### src/rtl/switch_pkg.sv
// Shared types and constants for the packet switch ingress path.
// Register map, per-input FSM encoding and the VOQ index helper.
package switch_pkg;

    localparam int unsigned DEF_NUM_PORTS = 4;
    localparam int unsigned DEF_DATA_W    = 32;

    localparam logic [4:0] ADDR_CLEAR     = 5'd16;
    localparam logic [4:0] ADDR_TX_START  = 5'd17;
    localparam logic [4:0] ADDR_RX_START  = 5'd18;
    localparam logic [4:0] ADDR_VOQ_SEL   = 5'd19;
    localparam logic [4:0] ADDR_OVERFLOW  = 5'd20;
    localparam logic [4:0] ADDR_BAD_DEST  = 5'd21;
    localparam logic [4:0] ADDR_PKT_COUNT = 5'd22;
    localparam logic [4:0] ADDR_OCCUPANCY = 5'd23;

    typedef enum logic [1:0] {
        StIdle = 2'd0,
        StPkt  = 2'd1,
        StDrop = 2'd2
    } fsm_state_e;

    // VOQ(i,j) lives at flat index i*NUM_PORTS+j.
    function automatic int unsigned voq_index(int unsigned in_port, int unsigned out_port,
                                              int unsigned num_ports);
        return in_port * num_ports + out_port;
    endfunction

endpackage

### src/rtl/voq_ctrl.sv
// Pointer and packet-count bookkeeping for a single virtual output queue.
// A write into a full queue rolls wr_ptr back to the last committed packet end.
module voq_ctrl #(
    parameter int unsigned DEPTH  = 8192,
    parameter int unsigned CNT_W  = 16,
    parameter int unsigned ADDR_W = $clog2(DEPTH)
) (
    input  logic              clk,
    input  logic              reset_n,
    input  logic              clear_i,
    input  logic              wr_req_i,
    input  logic              wr_last_i,
    input  logic              release_i,
    input  logic [ADDR_W:0]   rd_ptr_i,
    output logic              full_o,
    output logic              ram_wren_o,
    output logic [ADDR_W-1:0] ram_wraddr_o,
    output logic [ADDR_W:0]   commit_ptr_o,
    output logic [ADDR_W:0]   occupancy_o,
    output logic [CNT_W-1:0]  pkt_count_o
);

    localparam logic [ADDR_W:0] DepthVal = (ADDR_W + 1)'(DEPTH);
    localparam logic [ADDR_W:0] PtrOne   = (ADDR_W + 1)'(1);
    localparam logic [CNT_W-1:0] CntOne  = CNT_W'(1);

    logic [ADDR_W:0]   wr_ptr_q, wr_ptr_d;
    logic [ADDR_W:0]   commit_ptr_q, commit_ptr_d;
    logic [CNT_W-1:0]  count_q, count_d;
    logic              wren_q, wren_d;
    logic [ADDR_W-1:0] wraddr_q, wraddr_d;
    logic [ADDR_W:0]   free;
    logic              do_commit;

    assign occupancy_o  = wr_ptr_q - rd_ptr_i;
    assign free         = DepthVal - occupancy_o;
    assign full_o       = (free == '0);
    assign ram_wren_o   = wren_q;
    assign ram_wraddr_o = wraddr_q;
    assign commit_ptr_o = commit_ptr_q;
    assign pkt_count_o  = count_q;

    always_comb begin
        wr_ptr_d     = wr_ptr_q;
        commit_ptr_d = commit_ptr_q;
        wren_d       = 1'b0;
        wraddr_d     = '0;
        do_commit    = 1'b0;
        if (wr_req_i) begin
            if (full_o) begin
                wr_ptr_d = commit_ptr_q;
            end else begin
                wren_d   = 1'b1;
                wraddr_d = wr_ptr_q[ADDR_W-1:0];
                wr_ptr_d = wr_ptr_q + PtrOne;
                if (wr_last_i) begin
                    commit_ptr_d = wr_ptr_q + PtrOne;
                    do_commit    = 1'b1;
                end
            end
        end

        // A commit and a release in the same cycle cancel out.
        count_d = count_q;
        if (do_commit && !release_i) begin
            if (count_q != '1) count_d = count_q + CntOne;
        end else if (!do_commit && release_i && (count_q != '0)) begin
            count_d = count_q - CntOne;
        end

        if (clear_i) begin
            wr_ptr_d     = '0;
            commit_ptr_d = '0;
            count_d      = '0;
            wren_d       = 1'b0;
            wraddr_d     = '0;
        end
    end

    always_ff @(posedge clk or negedge reset_n) begin
        if (!reset_n) begin
            wr_ptr_q     <= '0;
            commit_ptr_q <= '0;
            count_q      <= '0;
            wren_q       <= 1'b0;
            wraddr_q     <= '0;
        end else begin
            wr_ptr_q     <= wr_ptr_d;
            commit_ptr_q <= commit_ptr_d;
            count_q      <= count_d;
            wren_q       <= wren_d;
            wraddr_q     <= wraddr_d;
        end
    end

endmodule

### src/rtl/voq_ingress.sv
// Ingress stage: per-input packet FSMs steer bus words into per-(input,output) VOQ RAMs.
// Also provides the control/status register window on the Avalon-MM slave.
module voq_ingress
    import switch_pkg::*;
#(
    parameter int unsigned NUM_PORTS = DEF_NUM_PORTS,
    parameter int unsigned DATA_W    = DEF_DATA_W,
    parameter int unsigned DEPTH     = 8192,
    parameter int unsigned CNT_W     = 16,
    localparam int unsigned ADDR_W   = $clog2(DEPTH),
    localparam int unsigned NUM_VOQ  = NUM_PORTS * NUM_PORTS
) (
    input  logic                          clk,
    input  logic                          reset_n,
    input  logic                          chipselect,
    input  logic                          write,
    input  logic                          read,
    input  logic [4:0]                    address,
    input  logic [DATA_W-1:0]             writedata,
    output logic [DATA_W-1:0]             readdata,
    output logic [NUM_VOQ-1:0]            ram_wren,
    output logic [NUM_VOQ*ADDR_W-1:0]     ram_wraddr,
    output logic [NUM_PORTS*DATA_W-1:0]   ram_wrdata,
    input  logic [NUM_VOQ*(ADDR_W+1)-1:0] rd_ptr,
    input  logic [NUM_VOQ-1:0]            pkt_release,
    output logic [NUM_VOQ*(ADDR_W+1)-1:0] commit_ptr,
    output logic [NUM_VOQ*CNT_W-1:0]      pkt_count,
    output logic                          tx_start,
    output logic                          rx_start
);

    localparam int unsigned DEST_W = $clog2(NUM_PORTS);
    localparam int unsigned SEL_W  = $clog2(NUM_VOQ);
    localparam int unsigned PTR_W  = ADDR_W + 1;

    fsm_state_e          state_q  [NUM_PORTS];
    fsm_state_e          state_d  [NUM_PORTS];
    logic [DEST_W-1:0]   dest_q   [NUM_PORTS];
    logic [DEST_W-1:0]   dest_d   [NUM_PORTS];
    logic [DATA_W-1:0]   wrdata_q [NUM_PORTS];
    logic [DATA_W-1:0]   wrdata_d [NUM_PORTS];
    logic [NUM_PORTS-1:0] overflow_q, overflow_d;
    logic [NUM_PORTS-1:0] bad_dest_q, bad_dest_d;
    logic [SEL_W-1:0]    sel_q, sel_d;
    logic [DATA_W-1:0]   readdata_q, readdata_d;
    logic                tx_q, rx_q;

    logic [NUM_VOQ-1:0]  voq_wr, voq_last, voq_full;
    logic [PTR_W-1:0]    occupancy [NUM_VOQ];

    logic                bus_wr, bus_rd, clear, word_zero;
    logic [DEST_W-1:0]   hdr_dest;

    assign bus_wr    = chipselect & write;
    assign bus_rd    = chipselect & read;
    assign clear     = bus_wr && (address == ADDR_CLEAR);
    assign word_zero = (writedata == '0);
    assign hdr_dest  = writedata[DEST_W-1:0];

    always_comb begin
        state_d    = state_q;
        dest_d     = dest_q;
        wrdata_d   = wrdata_q;
        overflow_d = overflow_q;
        bad_dest_d = bad_dest_q;
        voq_wr     = '0;
        voq_last   = '0;

        if (bus_rd && (address == ADDR_OVERFLOW)) overflow_d = '0;
        if (bus_rd && (address == ADDR_BAD_DEST)) bad_dest_d = '0;

        for (int p = 0; p < NUM_PORTS; p++) begin
            if (bus_wr && (32'(address) == p)) begin
                wrdata_d[p] = writedata;
                case (state_q[p])
                    StIdle: begin
                        if (!word_zero) begin
                            if (32'(hdr_dest) >= NUM_PORTS) begin
                                bad_dest_d[p] = 1'b1;
                                state_d[p]    = StDrop;
                            end else begin
                                dest_d[p]  = hdr_dest;
                                state_d[p] = StPkt;
                                for (int j = 0; j < NUM_PORTS; j++) begin
                                    if (32'(hdr_dest) == j) begin
                                        voq_wr[voq_index(p, j, NUM_PORTS)] = 1'b1;
                                        if (voq_full[voq_index(p, j, NUM_PORTS)]) begin
                                            overflow_d[p] = 1'b1;
                                            state_d[p]    = StDrop;
                                        end
                                    end
                                end
                            end
                        end
                    end
                    StPkt: begin
                        for (int j = 0; j < NUM_PORTS; j++) begin
                            if (32'(dest_q[p]) == j) begin
                                voq_wr[voq_index(p, j, NUM_PORTS)]   = 1'b1;
                                voq_last[voq_index(p, j, NUM_PORTS)] = word_zero;
                                if (voq_full[voq_index(p, j, NUM_PORTS)]) begin
                                    overflow_d[p] = 1'b1;
                                    state_d[p]    = StDrop;
                                end else if (word_zero) begin
                                    state_d[p] = StIdle;
                                end
                            end
                        end
                    end
                    StDrop: begin
                        if (word_zero) state_d[p] = StIdle;
                    end
                    default: state_d[p] = StIdle;
                endcase
            end
        end

        if (clear) begin
            for (int p = 0; p < NUM_PORTS; p++) begin
                state_d[p] = StIdle;
                dest_d[p]  = '0;
            end
        end
    end

    always_comb begin
        sel_d = sel_q;
        if (bus_wr && (address == ADDR_VOQ_SEL)) sel_d = writedata[SEL_W-1:0];
    end

    always_comb begin
        readdata_d = '0;
        if (bus_rd) begin
            for (int p = 0; p < NUM_PORTS; p++) begin
                if (32'(address) == p) begin
                    readdata_d[DEST_W+3:0] = {state_q[p], dest_q[p], overflow_q[p], bad_dest_q[p]};
                end
            end
            case (address)
                ADDR_OVERFLOW: readdata_d[NUM_PORTS-1:0] = overflow_q;
                ADDR_BAD_DEST: readdata_d[NUM_PORTS-1:0] = bad_dest_q;
                ADDR_PKT_COUNT: begin
                    for (int k = 0; k < NUM_VOQ; k++) begin
                        if (32'(sel_q) == k) readdata_d[CNT_W-1:0] = pkt_count[k*CNT_W +: CNT_W];
                    end
                end
                ADDR_OCCUPANCY: begin
                    for (int k = 0; k < NUM_VOQ; k++) begin
                        if (32'(sel_q) == k) readdata_d[PTR_W-1:0] = occupancy[k];
                    end
                end
                default: ;
            endcase
        end
    end

    always_ff @(posedge clk or negedge reset_n) begin
        if (!reset_n) begin
            for (int p = 0; p < NUM_PORTS; p++) begin
                state_q[p]  <= StIdle;
                dest_q[p]   <= '0;
                wrdata_q[p] <= '0;
            end
            overflow_q <= '0;
            bad_dest_q <= '0;
            sel_q      <= '0;
            readdata_q <= '0;
            tx_q       <= 1'b0;
            rx_q       <= 1'b0;
        end else begin
            state_q    <= state_d;
            dest_q     <= dest_d;
            wrdata_q   <= wrdata_d;
            overflow_q <= overflow_d;
            bad_dest_q <= bad_dest_d;
            sel_q      <= sel_d;
            readdata_q <= readdata_d;
            tx_q       <= bus_wr && (address == ADDR_TX_START);
            rx_q       <= bus_wr && (address == ADDR_RX_START);
        end
    end

    assign readdata = readdata_q;
    assign tx_start = tx_q;
    assign rx_start = rx_q;

    for (genvar p = 0; p < NUM_PORTS; p++) begin : g_wrdata
        assign ram_wrdata[p*DATA_W +: DATA_W] = wrdata_q[p];
    end

    for (genvar k = 0; k < NUM_VOQ; k++) begin : g_voq
        voq_ctrl #(
            .DEPTH  (DEPTH),
            .CNT_W  (CNT_W),
            .ADDR_W (ADDR_W)
        ) u_voq_ctrl (
            .clk          (clk),
            .reset_n      (reset_n),
            .clear_i      (clear),
            .wr_req_i     (voq_wr[k]),
            .wr_last_i    (voq_last[k]),
            .release_i    (pkt_release[k]),
            .rd_ptr_i     (rd_ptr[k*PTR_W +: PTR_W]),
            .full_o       (voq_full[k]),
            .ram_wren_o   (ram_wren[k]),
            .ram_wraddr_o (ram_wraddr[k*ADDR_W +: ADDR_W]),
            .commit_ptr_o (commit_ptr[k*PTR_W +: PTR_W]),
            .occupancy_o  (occupancy[k]),
            .pkt_count_o  (pkt_count[k*CNT_W +: CNT_W])
        );
    end

endmodule

### config.mk
export PLATFORM = sky130hd
export DESIGN_NAME = voq_ingress
export DESIGN_NICKNAME = d
export VERILOG_FILES = /design/src/rtl/switch_pkg.sv /design/src/rtl/voq_ctrl.sv /design/src/rtl/voq_ingress.sv
export SDC_FILE = /design/constraint.sdc
export NUM_CORES = 2
export LEC_CHECK = 0
export ABC_AREA = 1
export CAP_MARGIN = 20
export CORE_AREA = 2 2 442 444
export CTS_BUF_LIST = sky130_fd_sc_hd__clkbuf_8 sky130_fd_sc_hd__clkbuf_16
export CTS_CLUSTER_DIAMETER = 40
export CTS_CLUSTER_SIZE = 14
export DETAILED_ROUTE_END_ITERATION = 12
export DIE_AREA = 0 0 444 446
export SKIP_CTS_REPAIR_TIMING = 1
export SYNTH_ARGS = -nofsm -noshare
export SYNTH_HDL_FRONTEND = slang
export SYNTH_SLANG_ARGS = --single-unit
### constraint.sdc
create_clock -name clk -period 5.85 [get_ports clk]
set_clock_uncertainty 0.1 [all_clocks]
set_input_delay 1.4625 -clock clk [delete_from_list [all_inputs] [get_ports clk]]
set_output_delay 1.4625 -clock clk [all_outputs]
set_load 0.01 [all_outputs]
==> results_dict.tcl <==
set metrics [dict create \
    vias 77800 \
    synth_seq_cells 1098 \
    drive_gt1_share_pct 21.4 \
    r2r_start "g_voq[7].u_voq_ctrl.wr_ptr_q[0]$_DFFE_PN0P_" \
    crit_path_end_kind "flip-flop" \
    yosys.cell_count.top_type "nand2_1" \
    status "complete, no violations" \
    grt_pass1_vias 75100 \
    fin_crit_sh_pct 98.1 \
    start_util_pct 37.4 \
    period_needed_ns 5.74 \
    synth_edf_count 0 \
    grt_pass1_wl_mm 491 \
    min_path_type "reg2reg" \
    yosys_warnings 0 \
    portBuffers 1131 \
    fin_nets 12400 \
    areaGrowthSynthToFinish_pct 47.5 \
    rows 162 \
    crit_path_max_incr_delay_ns 0.47 \
    hpwl_mm 270 \
    drc_errors 0 \
    die_area_mm2 0.198 \
    synth_area_mm2 0.0724 \
    setup_ws_ns 0.113 \
    fp.dieH_um 446 \
    path_clk_slew_ns 0.05 \
    maxClockFrequency_mhz 174 \
    drt-total-wl_mm 343 \
    crit_arrival_ns 6.37 \
    clock_path_buffers 3 \
    antenna_found_initial 45 \
    hp-start "ram_wrdata[125]$_DFFE_PN0P_" \
    ios 1148 \
    ys.flop_type "dfrtp_1" \
    ys_types 84 \
    synth_top_area_share_pct 37.9 \
    cp.required_ns 6.48 \
    grt_max_degree 142 \
    slew_viol_final 0 \
    crit_fanout 8 \
    ctsHtreeMaxLevel 4 \
    netlist_top_cells_area "dfrtp_1 (38%), ha_1 (7.7%), nand2_1 (7.6%)" \
    ys_top_cells_by_count "nand2_1 (1,472), inv_1 (1,331), dfrtp_1 (1,098)" \
    finalSetupViolations 0 \
    dp.cells 13900 \
    tightest_slew_ns 1.10 \
    cts_tree "built" \
    detail_route.iter0.violations 7727 \
    layout.cells.non_filler 14400 \
    wl_per_cell_um 23.8 \
    peakVddDrop_uv 319 \
    crit_path_top_delay_cell "clkdlybuf4s50_1" \
    ys_async_sr_fraction_pct 100 \
    netlist_instances 9212 \
    critPathLaunch "rd_ptr[104]" \
    final_core_util_pct 55.2 \
    critPathMostFrequentCell "nand2_1" \
    place_congestion 1.02 \
    p_per_area_mw_per_mm2 463 \
    fillers 17800 \
    rsz0062_at_grt "true" \
    crit_type "in2reg" \
    cts-root-buf "clkbuf_16" \
    p_leak_nw 51.8 \
    grt_usage_pct 33.2 \
    post_drt_via_cell_ratio 5.40 \
    clkLatencyLatePin_ns 0.88 \
    post-place-ws_ns -1.14 \
    syn_avg_cell_area_um2 7.86 \
    die_width_um 444 \
    critPathLaunchType "input port" \
    grt_overflow 0 \
    seq_area_frac_synth_pct 37.9 \
    cts.sinks 1098 \
    ant_nets 0 \
    worst_slew_margin_rel_pct 27.0 \
    synth_top_cell_by_area "dfrtp_1" \
    core_area_mm2 0.194 \
    firstDrtPassIters 6 \
    cap_violations 0 \
    cts_inserted_buffers 208 \
    finalHoldViolCount 0 \
]
[cell families after synthesis]
kind of cell | Yosys count | share of synthesized area [%]
buffers and inverters | 1684 | 9.26
AO/OA/AOI/OAI | 2211 | 17.9
other | 1 | 0.00518
XOR/XNOR | 513 | 6.26
flip-flops | 1098 | 37.9
adder cells (fa/ha/maj) | 480 | 8.62
AND/OR/NAND/NOR | 3225 | 20.0
[sequential cells by signal, summed over array words and instances, names as in the netlist]
name	flops
g_voq.u_voq_ctrl.pkt_count_o	256
dest_q	8
ram_wrdata	128
tx_start	1
rx_start	1
g_voq.u_voq_ctrl.ram_wren_o	16
overflow_q	4
g_voq.u_voq_ctrl.wr_ptr_q	224
state_q	8
g_voq.u_voq_ctrl.ram_wraddr_o	208
readdata	16
g_voq.u_voq_ctrl.commit_ptr_o	224
sel_q	4
[stage by stage]
stage	cell area [um^2]	hold slack, ns	total power [mW]	setup TNS, ns
after floorplan	72600	0.366	22.3	-0.250
after global placement	95500	0.365	34.1	-73.02
after detailed placement	95500	0.372	34.5	-82.34
after CTS	103000	0.385	47.4	-2.12
after global routing	107000	0.405	52.1	-1.62
final	107000	0.380	49.4	0
[where the power goes]
part	internal [mW]	total, mW	switching, mW
clock network	7.87	12.7	4.80
registers	8.96	11.5	2.57
logic	12.0	25.2	13.2
[cell type report]
type,count,area (um^2),share of cell area [%]
antenna,40,100,0.0937
clock inverter,161,1840,1.72
multi-input combinational,6446,41100,38.5
tap,2542,3180,2.98
sequential,1098,27500,25.7
timing repair buffer,2535,22400,21.0
inverter,1360,5160,4.83
clock buffer,234,5600,5.24
[worst paths after layout]
check	slack [ns]	to	cells after the start
min in group asynchronous	0.56	g_voq[1].u_voq_ctrl.pkt_count_o[0]$_DFFE_PN0P_	1
max reg2reg	0.39	g_voq[7].u_voq_ctrl.pkt_count_o[15]$_DFFE_PN0P_	36
min reg2reg	0.38	ram_wrdata[125]$_DFFE_PN0P_	2
max in group asynchronous	3.61	g_voq[14].u_voq_ctrl.wr_ptr_q[6]$_DFFE_PN0P_	2
min	0.38	ram_wrdata[125]$_DFFE_PN0P_	2
max	0.11	g_voq[7].u_voq_ctrl.pkt_count_o[15]$_DFFE_PN0P_	37
[critical path, delay by kind of cell]
kind / cells / cell delay, ns
buf+inv: 6 / 1.02
compound gates: 10 / 1.22
xor+xnor: 3 / 0.49
fa+ha+maj: 2 / 0.56
simple gates: 16 / 1.59
[routing by layer]
metal	GRT usage [%]	wire [um]	part of all wire [%]
met1	41.3	135000	39
met2	51.4	153000	44
met3	6.49	26700	7.8
met4	23.8	28800	8.4
met5	0	19	0.0055
[cell usage in the layout, fill, tap and decap left out, types with 89 or more instances in the layout]
master,count
nand2_1,1429
buf_4,1368
inv_1,1309
dfrtp_1,1098
clkdlybuf4s50_1,1068
o21ai_0,931
nor2_1,597
nand3_1,536
a21oi_1,512
ha_1,345
xor2_1,332
clkbuf_16,212
nand4_1,189
o22ai_1,145
xnor2_1,135
o211ai_1,119
a21oi_2,94
nor3_1,92
ha_4,89
No activity file was read; power rests on OpenSTA's default activity.
